[src/rtl/scl_gen.sv]
// SCL clock generator for the APB I2C master: drives the open-drain SCL pad,
// honours slave clock stretching and emits bit-timing strobes for the controller.
module scl_gen #(
  parameter int PRESCALE_WIDTH = 16,
  parameter int SYNC_STAGES    = 2
) (
  input  logic                      pclk,
  input  logic                      preset,
  input  logic                      scl_gen_en,
  input  logic                      scl_run,
  input  logic [PRESCALE_WIDTH-1:0] prescale,
  input  logic [PRESCALE_WIDTH-1:0] stretch_limit,
  input  logic                      scl_in,
  output logic                      scl_oe,
  output logic                      scl_fall_strb,
  output logic                      scl_rise_strb,
  output logic                      mid_low_strb,
  output logic                      mid_high_strb,
  output logic                      stretching,
  output logic                      timeout_err,
  output logic                      busy
);

  localparam int SyncN = (SYNC_STAGES < 2) ? 2 : SYNC_STAGES;
  localparam logic [PRESCALE_WIDTH-1:0] One = PRESCALE_WIDTH'(1);
  localparam logic [PRESCALE_WIDTH-1:0] Two = PRESCALE_WIDTH'(2);

  typedef enum logic [1:0] {IDLE, LOW, WAIT_HIGH, HIGH} state_e;

  state_e                    state_q, state_d;
  logic [PRESCALE_WIDTH-1:0] cnt_q, cnt_d;
  logic [PRESCALE_WIDTH-1:0] stretch_cnt_q, stretch_cnt_d;
  logic [PRESCALE_WIDTH-1:0] pl_q, pl_d;
  logic [SyncN-1:0]          sync_q;
  logic                      scl_sync;
  logic [PRESCALE_WIDTH-1:0] pl_new;
  logic [PRESCALE_WIDTH-1:0] half;

  logic scl_oe_q, fall_q, rise_q, mid_low_q, mid_high_q, stretching_q, timeout_q, busy_q;
  logic fall_d, rise_d, mid_low_d, mid_high_d, timeout_d;

  // Synchronizer idles high so a released bus is not mistaken for a stretch.
  always_ff @(posedge pclk or posedge preset) begin
    if (preset) sync_q <= '1;
    else        sync_q <= {sync_q[SyncN-2:0], scl_in};
  end

  assign scl_sync = sync_q[SyncN-1];
  assign pl_new   = (prescale < Two) ? Two : prescale;
  assign half     = pl_q >> 1;

  always_ff @(posedge pclk or posedge preset) begin
    if (preset) begin
      state_q       <= IDLE;
      cnt_q         <= '0;
      stretch_cnt_q <= '0;
      pl_q          <= '0;
      scl_oe_q      <= 1'b0;
      fall_q        <= 1'b0;
      rise_q        <= 1'b0;
      mid_low_q     <= 1'b0;
      mid_high_q    <= 1'b0;
      stretching_q  <= 1'b0;
      timeout_q     <= 1'b0;
      busy_q        <= 1'b0;
    end else begin
      state_q       <= state_d;
      cnt_q         <= cnt_d;
      stretch_cnt_q <= stretch_cnt_d;
      pl_q          <= pl_d;
      scl_oe_q      <= (state_d == LOW);
      fall_q        <= fall_d;
      rise_q        <= rise_d;
      mid_low_q     <= mid_low_d;
      mid_high_q    <= mid_high_d;
      stretching_q  <= (state_d == WAIT_HIGH);
      timeout_q     <= timeout_d;
      busy_q        <= (state_d != IDLE);
    end
  end

  // Strobes are decided one cycle early so they appear registered with the state.
  always_comb begin
    state_d       = state_q;
    cnt_d         = cnt_q;
    stretch_cnt_d = stretch_cnt_q;
    pl_d          = pl_q;
    fall_d        = 1'b0;
    rise_d        = 1'b0;
    mid_low_d     = 1'b0;
    mid_high_d    = 1'b0;
    timeout_d     = 1'b0;

    if (!scl_gen_en) begin
      state_d       = IDLE;
      cnt_d         = '0;
      stretch_cnt_d = '0;
    end else begin
      case (state_q)
        IDLE: begin
          if (scl_run) begin
            state_d = LOW;
            pl_d    = pl_new;
            cnt_d   = pl_new - One;
            fall_d  = 1'b1;
          end
        end
        LOW: begin
          cnt_d = cnt_q - One;
          if (cnt_q == half) mid_low_d = 1'b1;
          if (cnt_q == '0) begin
            state_d       = WAIT_HIGH;
            cnt_d         = '0;
            stretch_cnt_d = '0;
          end
        end
        WAIT_HIGH: begin
          stretch_cnt_d = stretch_cnt_q + One;
          if (scl_sync) begin
            state_d       = HIGH;
            cnt_d         = pl_q - One;
            stretch_cnt_d = '0;
            rise_d        = 1'b1;
          end else if ((stretch_limit != '0) && (stretch_cnt_q == stretch_limit)) begin
            state_d       = IDLE;
            stretch_cnt_d = '0;
            timeout_d     = 1'b1;
          end
        end
        HIGH: begin
          cnt_d = cnt_q - One;
          if (cnt_q == half) mid_high_d = 1'b1;
          if (cnt_q == '0) begin
            if (scl_run) begin
              state_d = LOW;
              pl_d    = pl_new;
              cnt_d   = pl_new - One;
              fall_d  = 1'b1;
            end else begin
              state_d = IDLE;
              cnt_d   = '0;
            end
          end
        end
        default: begin
          state_d = IDLE;
          cnt_d   = '0;
        end
      endcase
    end
  end

  assign scl_oe        = scl_oe_q;
  assign scl_fall_strb = fall_q;
  assign scl_rise_strb = rise_q;
  assign mid_low_strb  = mid_low_q;
  assign mid_high_strb = mid_high_q;
  assign stretching    = stretching_q;
  assign timeout_err   = timeout_q;
  assign busy          = busy_q;

endmodule

[config.mk]
export PLATFORM = sky130hd
export DESIGN_NAME = scl_gen
export DESIGN_NICKNAME = d
export VERILOG_FILES = /design/src/rtl/scl_gen.sv
export SDC_FILE = /design/constraint.sdc
export NUM_CORES = 1
export LEC_CHECK = 0
export CORE_MARGIN = 2
export CORE_UTILIZATION = 31
export CTS_BUF_LIST = sky130_fd_sc_hd__clkbuf_16
export DETAILED_ROUTE_END_ITERATION = 6
export MAX_ROUTING_LAYER = met4
export PLACE_DENSITY_LB_ADDON = 0.3
export SYNTH_ARGS = -nofsm -noshare
export SYNTH_HDL_FRONTEND = slang
export SYNTH_SLANG_ARGS = --single-unit
[constraint.sdc]
create_clock -name pclk -period 4.9 [get_ports pclk]
set_input_delay 0.49 -clock pclk [delete_from_list [all_inputs] [get_ports pclk]]
set_output_delay 0.49 -clock pclk [all_outputs]
set_load 0.02 [all_outputs]
Yosys cells after proc, flatten, opt, wreduce, memory -nomap -nowiden
Cells that the tools add are included.
- add/subtract/negate cells: 4
- magnitude comparators: 1
- equal/unequal tests: 12
- mux-type cells: 40
- reduce and logical (&&, ||, !) cells: 9
- operators by type and width (cell ; count):
    2-to-1 mux 16 bit ; 13
    one-hot mux 16 bit (2 select lines) ; 2
    one-hot mux 16 bit (4 select lines) ; 1
    subtractor 16 x 1 -> 16 bit (second input constant) ; 3
    adder 16 x 1 -> 16 bit (second input constant) ; 1
    == test 16 x 15 -> 1 bit ; 1
    == test 16 bit ; 1
    zero test 16 bit ; 1
    < comparator 16 x 2 -> 1 bit (second input constant) ; 1
    2-to-1 mux 1 bit ; 16
    nonzero test 16 bit ; 1
    2-to-1 mux 2 bit ; 6
    inequality test 3 bit (second input constant) ; 3
    one-hot mux 2 bit (4 select lines) ; 1
    == test 2 bit (second input constant) ; 3
    == test 2 x 1 -> 1 bit (second input constant) ; 2
    AND reduction 2 bit ; 2
    nonzero test 2 bit ; 2
    inequality test 3 x 1 -> 1 bit (second input constant) ; 1
    AND reduction 3 bit ; 1
    zero test 2 bit ; 1
    inequality test 2 bit (second input constant) ; 1
    one-hot mux 1 bit (2 select lines) ; 1
    logical AND 1 bit ; 1
- register bits after elaboration: 60
- bits of input ports: 37
- output and inout port bits: 8
- logic and storage cells: 79

Longest topological paths before layout
- word-level depth: 7
- mapped depth: 12
- gate-level depth less buffers: 11

Worst setup path before layout
No wires, ideal clock.
- path type: input port to flip-flop
- start point: input prescale[10]
- end point: register cnt_q[14]
- setup time: 124 ps
- arrival: 2911 ps
- data required time: 4776 ps
- path slack: 1865 ps
- cell stages on the path: 10
- buffers on the path: 1
- cell sequence: or4_4 -> or4_4 -> buf_6 -> o31ai_4 -> ha_1 -> nand3b_1 -> nor3_1 -> xnor2_1 -> nor2_1 -> a211o_1
- cells in the longest elaborated chain, start to end: 7
- elaborated cells on any way between the ends: 8
- classes of those cells: add/sub (1); order compare (1); mux (6)
- ends and longest elaborated chain (element ; RTL line ; source):
    from (decl) ; 11 ; input logic [PRESCALE_WIDTH-1:0] prescale,
    < comparator 16 x 2 -> 1 bit ; 49 ; assign pl_new = (prescale < Two) ? Two : prescale;
    2-to-1 mux 16 bit (*) ; 49 ;
    subtractor 16 x 1 -> 16 bit (*) ; 104, 137 ;
    2-to-1 mux 16 bit ; 134 ; if (scl_run) begin
    2-to-1 mux 16 bit ; 133 ; if (cnt_q == '0) begin
    one-hot mux 16 bit (4 select lines) (*) ; 99 ; case (state_q)
    2-to-1 mux 16 bit (*) ; 94 ; if (!scl_gen_en) begin
    to (signal assigned) ; 68 ; cnt_q <= cnt_d;
    to (decl) ; 31 ; logic [PRESCALE_WIDTH-1:0] cnt_q, cnt_d;
Every way passes the cells marked *; elsewhere a longest branch is shown, timed or not. The select of a mux whose other input is x is not followed.
A chain may end at the register's enable or synchronous reset.

Final worst setup path
- start point: input prescale[7]
- end point: register cnt_q[14]
Same word-level chain as after synthesis.

==> run summary <==
Clock-pin slew was measured on the worst setup and hold paths at 50 ps. Among all flip-flop cells after synthesis, the most frequent one is dfrtp_1. Leading cell type by number of instances after synthesis: dfrtp_1.

In this run the tightest slew margin relative to its limit is 35.7%. The hold violation total from the final report is 0. Clock tree synthesis found a total of 60 sinks. The power density normalized to cell area is 305 mW/mm^2. After synthesis, the most frequently instantiated cells are dfrtp_1 (58), xnor2_1 (41), nand2_1 (38), nor2_1 (35), nor3_1 (25).

Path category of the worst min-delay check: register to register. The number of placed cells counting well taps was 690. The worst setup path is captured at a register. The final hold slack came out at 359 ps. The worst hold path passes through 0 cells. The height of the die came out at 122 um. After clock tree synthesis, the flow added hold-fix buffers numbering 0. STA puts the critical path data required time at 5120 ps.

The worst path in the final design needs a cycle of 3480 ps, including I/O delays and setup. The tools report the launch point of the worst hold path as sync_q[0]$_DFF_PP1_. Counting cells, the worst reg-to-reg path comes to 7. The number of post-CTS setup repair buffers was 0.

Summed over all failing endpoints, the final setup total negative slack is 0 ps. The count of nets left with antenna violations once routing finished came out at 0. Counting the fill cells in the layout gives 1372. After floorplanning, the core was sized to cover 0.0137 mm^2. In the final routed layout, each cell accounts on average for 16.5 um.

Net switching is 32.5% of the power. The average cell area after synthesis was 8.84 um^2. Counting distinct cell types in the post-synthesis netlist gives 63.

At the pin with the least slew margin, the transition time is 965 ps. IR analysis of the VDD net gives a maximum drop of 0.000166 V. Total of flip-flops plus latches after synthesis: 60.

In the final design database the tool counted 566 nets. The die is 122 um wide. After layout, the worst path uses 71.1% of the clock period.

Launch instance of the worst register-to-register path: state_q[0]$_DFF_PP0_. Data on the critical path arrives at its endpoint at 3700 ps. OpenSTA, run right after detailed placement, puts the worst setup slack at 1130 ps.

The last weighted congestion value of the routability-driven placer is 0.940, and the number of port buffers is 44. The run finished with clean final reports. The logs give 0.0148 mm^2 for the area of the die and 1420 ps for the final setup slack of the worst path. Global routing used 17.2% of the available tracks across all layers. Clock skew on the completed layout was measured at 6.23 ps. The logs give 3875 for the total number of vias and 31.4% for the initial cell density of the core.

End of the worst register-to-register path: cnt_q[12]$_DFFE_PP0P_. The run gives 8.82 mm as the placed wire-length estimate. After synthesis, the cell types taking the most area are dfrtp_1 (34%), xnor2_1 (8.3%), mux2_2 (3.9%).

The share of async-settable or async-resettable flops after synthesis was 100%; the latest clock arrival within the worst-skew pair was 330 ps. The first global-routing pass estimated 19.5 mm of wire. The critical path is of the input port to register type. The initial antenna violation count was 0; the number of max-cap violations was 0. Share of the synthesized area in the top cell type: 33.7%. The logs give 0 for the number of instances resized during post-cts repair and 34.8% for the clock power share. The setup check on the worst reg-to-reg path leaves a slack of 1600 ps. Relative to the synthesized area, the layout overhead comes to 19.2%. The endpoint of the worst hold-timing path is sync_q[1]$_DFF_PP1_.

TritonCTS built the clock tree. The Yosys step of the flow raised 0 warnings. I/O pin count: 45. The run gives 40.5% as the sequential cell fraction of total power. The internal power of the cells totals 1.06 mW. The cell area that synthesis handed to floorplanning was 0.00431 mm^2. The initialized floorplan defines 43 standard-cell rows. Cells with a size suffix above 1 make up 9.33% of the layout. The via count of the first global-routing pass is 3884, and the max-slew violation count is 0.

Setup repair after global routing left no endpoint under its margin. The number of vias per cell works out to 5.50. In this run the power spent charging and discharging nets is 509 uW. The nature of the critical path startpoint is an input port. The longest clock path from root to sink contains 2 buffers. For this run, design rule violations remaining after detail routing come to 0.

The number of enable flip-flop cells after synthesis is 0, and the overall routed net length is 11.6 mm. After the flow finishes, the layout carries non-filler instances totaling 705. The number of nets produced by synthesis came out at 532. The logs give 319 for the iteration-0 DRC count of the detailed router and 9 for the number of buffers created by CTS.

The maximum level of the CTS H-tree came out at 3. The tools report the total overflow reported by the global router as 0. Once layout is complete, the utilization of the core stands at 37.4%. Along the worst path, the maximum fanout reaches 7. Summed over all cells, the static leakage comes to 1.97 nW.

The maximum number of pins on one net before global-route repair was 34. Before antenna repair, the detailed router went through 5 iterations. The tree is rooted in a clkbuf_16.

Setup violations remaining at the end of the flow were counted as 0. The logs give 34.9% for the sequential area share after synthesis and 24.7% for the portion of total power attributed to combinational logic. Timing would allow up to 0.287 GHz. For the post-synthesis instance total, the log shows 487. The synthesized design spends more area on one cell type than any other, namely dfrtp_1. The number of antenna diodes in the final layout is 0.
-- critical path: stages --
cell             delay, ps
clkdlybuf4s50_1        510
or4_4                  590
or4_4                  560
o31ai_4                240
ha_1                   260
nand3b_1               230
nor3_1                 300
xnor2_1                150
nor2_1                  60
a211o_1                290
-- cell usage in the layout (no fill, tap or decap), types with 9 or more instances in the layout --
| master | count |
|---|---|
| dfrtp_1 | 58 |
| nor3_1 | 25 |
| a21oi_1 | 23 |
| mux2_2 | 15 |
| clkdlybuf4s50_1 | 44 |
| o22ai_1 | 9 |
| nand2_1 | 38 |
| nor2_1 | 35 |
| xor2_1 | 16 |
| nand2b_1 | 10 |
| nand4_1 | 13 |
| clkbuf_16 | 9 |
| inv_1 | 20 |
| o21ai_0 | 23 |
| xnor2_1 | 41 |
| nand3_1 | 12 |
-- per-layer routing --
metal,vias to the layer above,track usage (%),part of all wire (%)
met5,-,-,0
met4,0,6.68,2.1
met3,18,2.62,4.4
met2,122,27.1,47
met1,1894,22.4,46
li1,1841,-,-
-- registers in the layout (all words and copies together) (netlist names), 2 cells and up --
register / flops
pl_q: 16
stretch_cnt_q: 16
sync_q: 2
cnt_q: 16
state_q: 2
-- power groups by stage --
stage | Combinational [mW] | Sequential, mW | Clock [mW]
3_3_place_gp | 0.380 | 0.643 | 0
6_report | 0.387 | 0.635 | 0.545
5_1_grt | 0.426 | 0.646 | 0.578
3_5_place_dp | 0.383 | 0.643 | 0
2_1_floorplan | 0.288 | 0.607 | 0
4_1_cts | 0.385 | 0.635 | 0.557
-- worst max-delay path by stage --
| stage | start | end | cells past startpoint |
|---|---|---|---|
| 2_1_floorplan | prescale[10] | cnt_q[14]$_DFFE_PP0P_ | 10 |
| 3_3_place_gp | prescale[7] | cnt_q[14]$_DFFE_PP0P_ | 10 |
| 3_5_place_dp | prescale[7] | cnt_q[14]$_DFFE_PP0P_ | 10 |
| 4_1_cts | prescale[7] | cnt_q[14]$_DFFE_PP0P_ | 10 |
| 5_1_grt | prescale[7] | cnt_q[14]$_DFFE_PP0P_ | 10 |
| 6_report | prescale[7] | cnt_q[14]$_DFFE_PP0P_ | 10 |
-- layout make-up --
cell class	instances	area, um^2	area share [%]
Multi-Input combinational cell	383	2620	51.0
Tap cell	180	225	4.39
Sequential cell	60	1500	29.3
Inverter	20	75.1	1.46
Clock inverter	6	23.8	0.463
Timing Repair Buffer	47	463	9.02
Clock buffer	9	225	4.39
-- metrics by stage --
stage / total power, mW / instance area [um^2]
6_report: 1.57 / 5130
3_3_place_gp: 1.02 / 4880
5_1_grt: 1.65 / 5130
2_1_floorplan: 0.895 / 4310
3_5_place_dp: 1.03 / 4880
4_1_cts: 1.58 / 5130
-- cell families after synthesis --
group           Yosys count  synth area share [%]
buf+inv                  44                  4.30
compound gates          105                  16.4
xor+xnor                 57                  11.6
flops                    60                  34.9
simple gates            193                  25.3
fa+ha+maj                 8                  2.32
mux                      20                  5.09
Note: power is estimated with default switching activity, not from simulation.
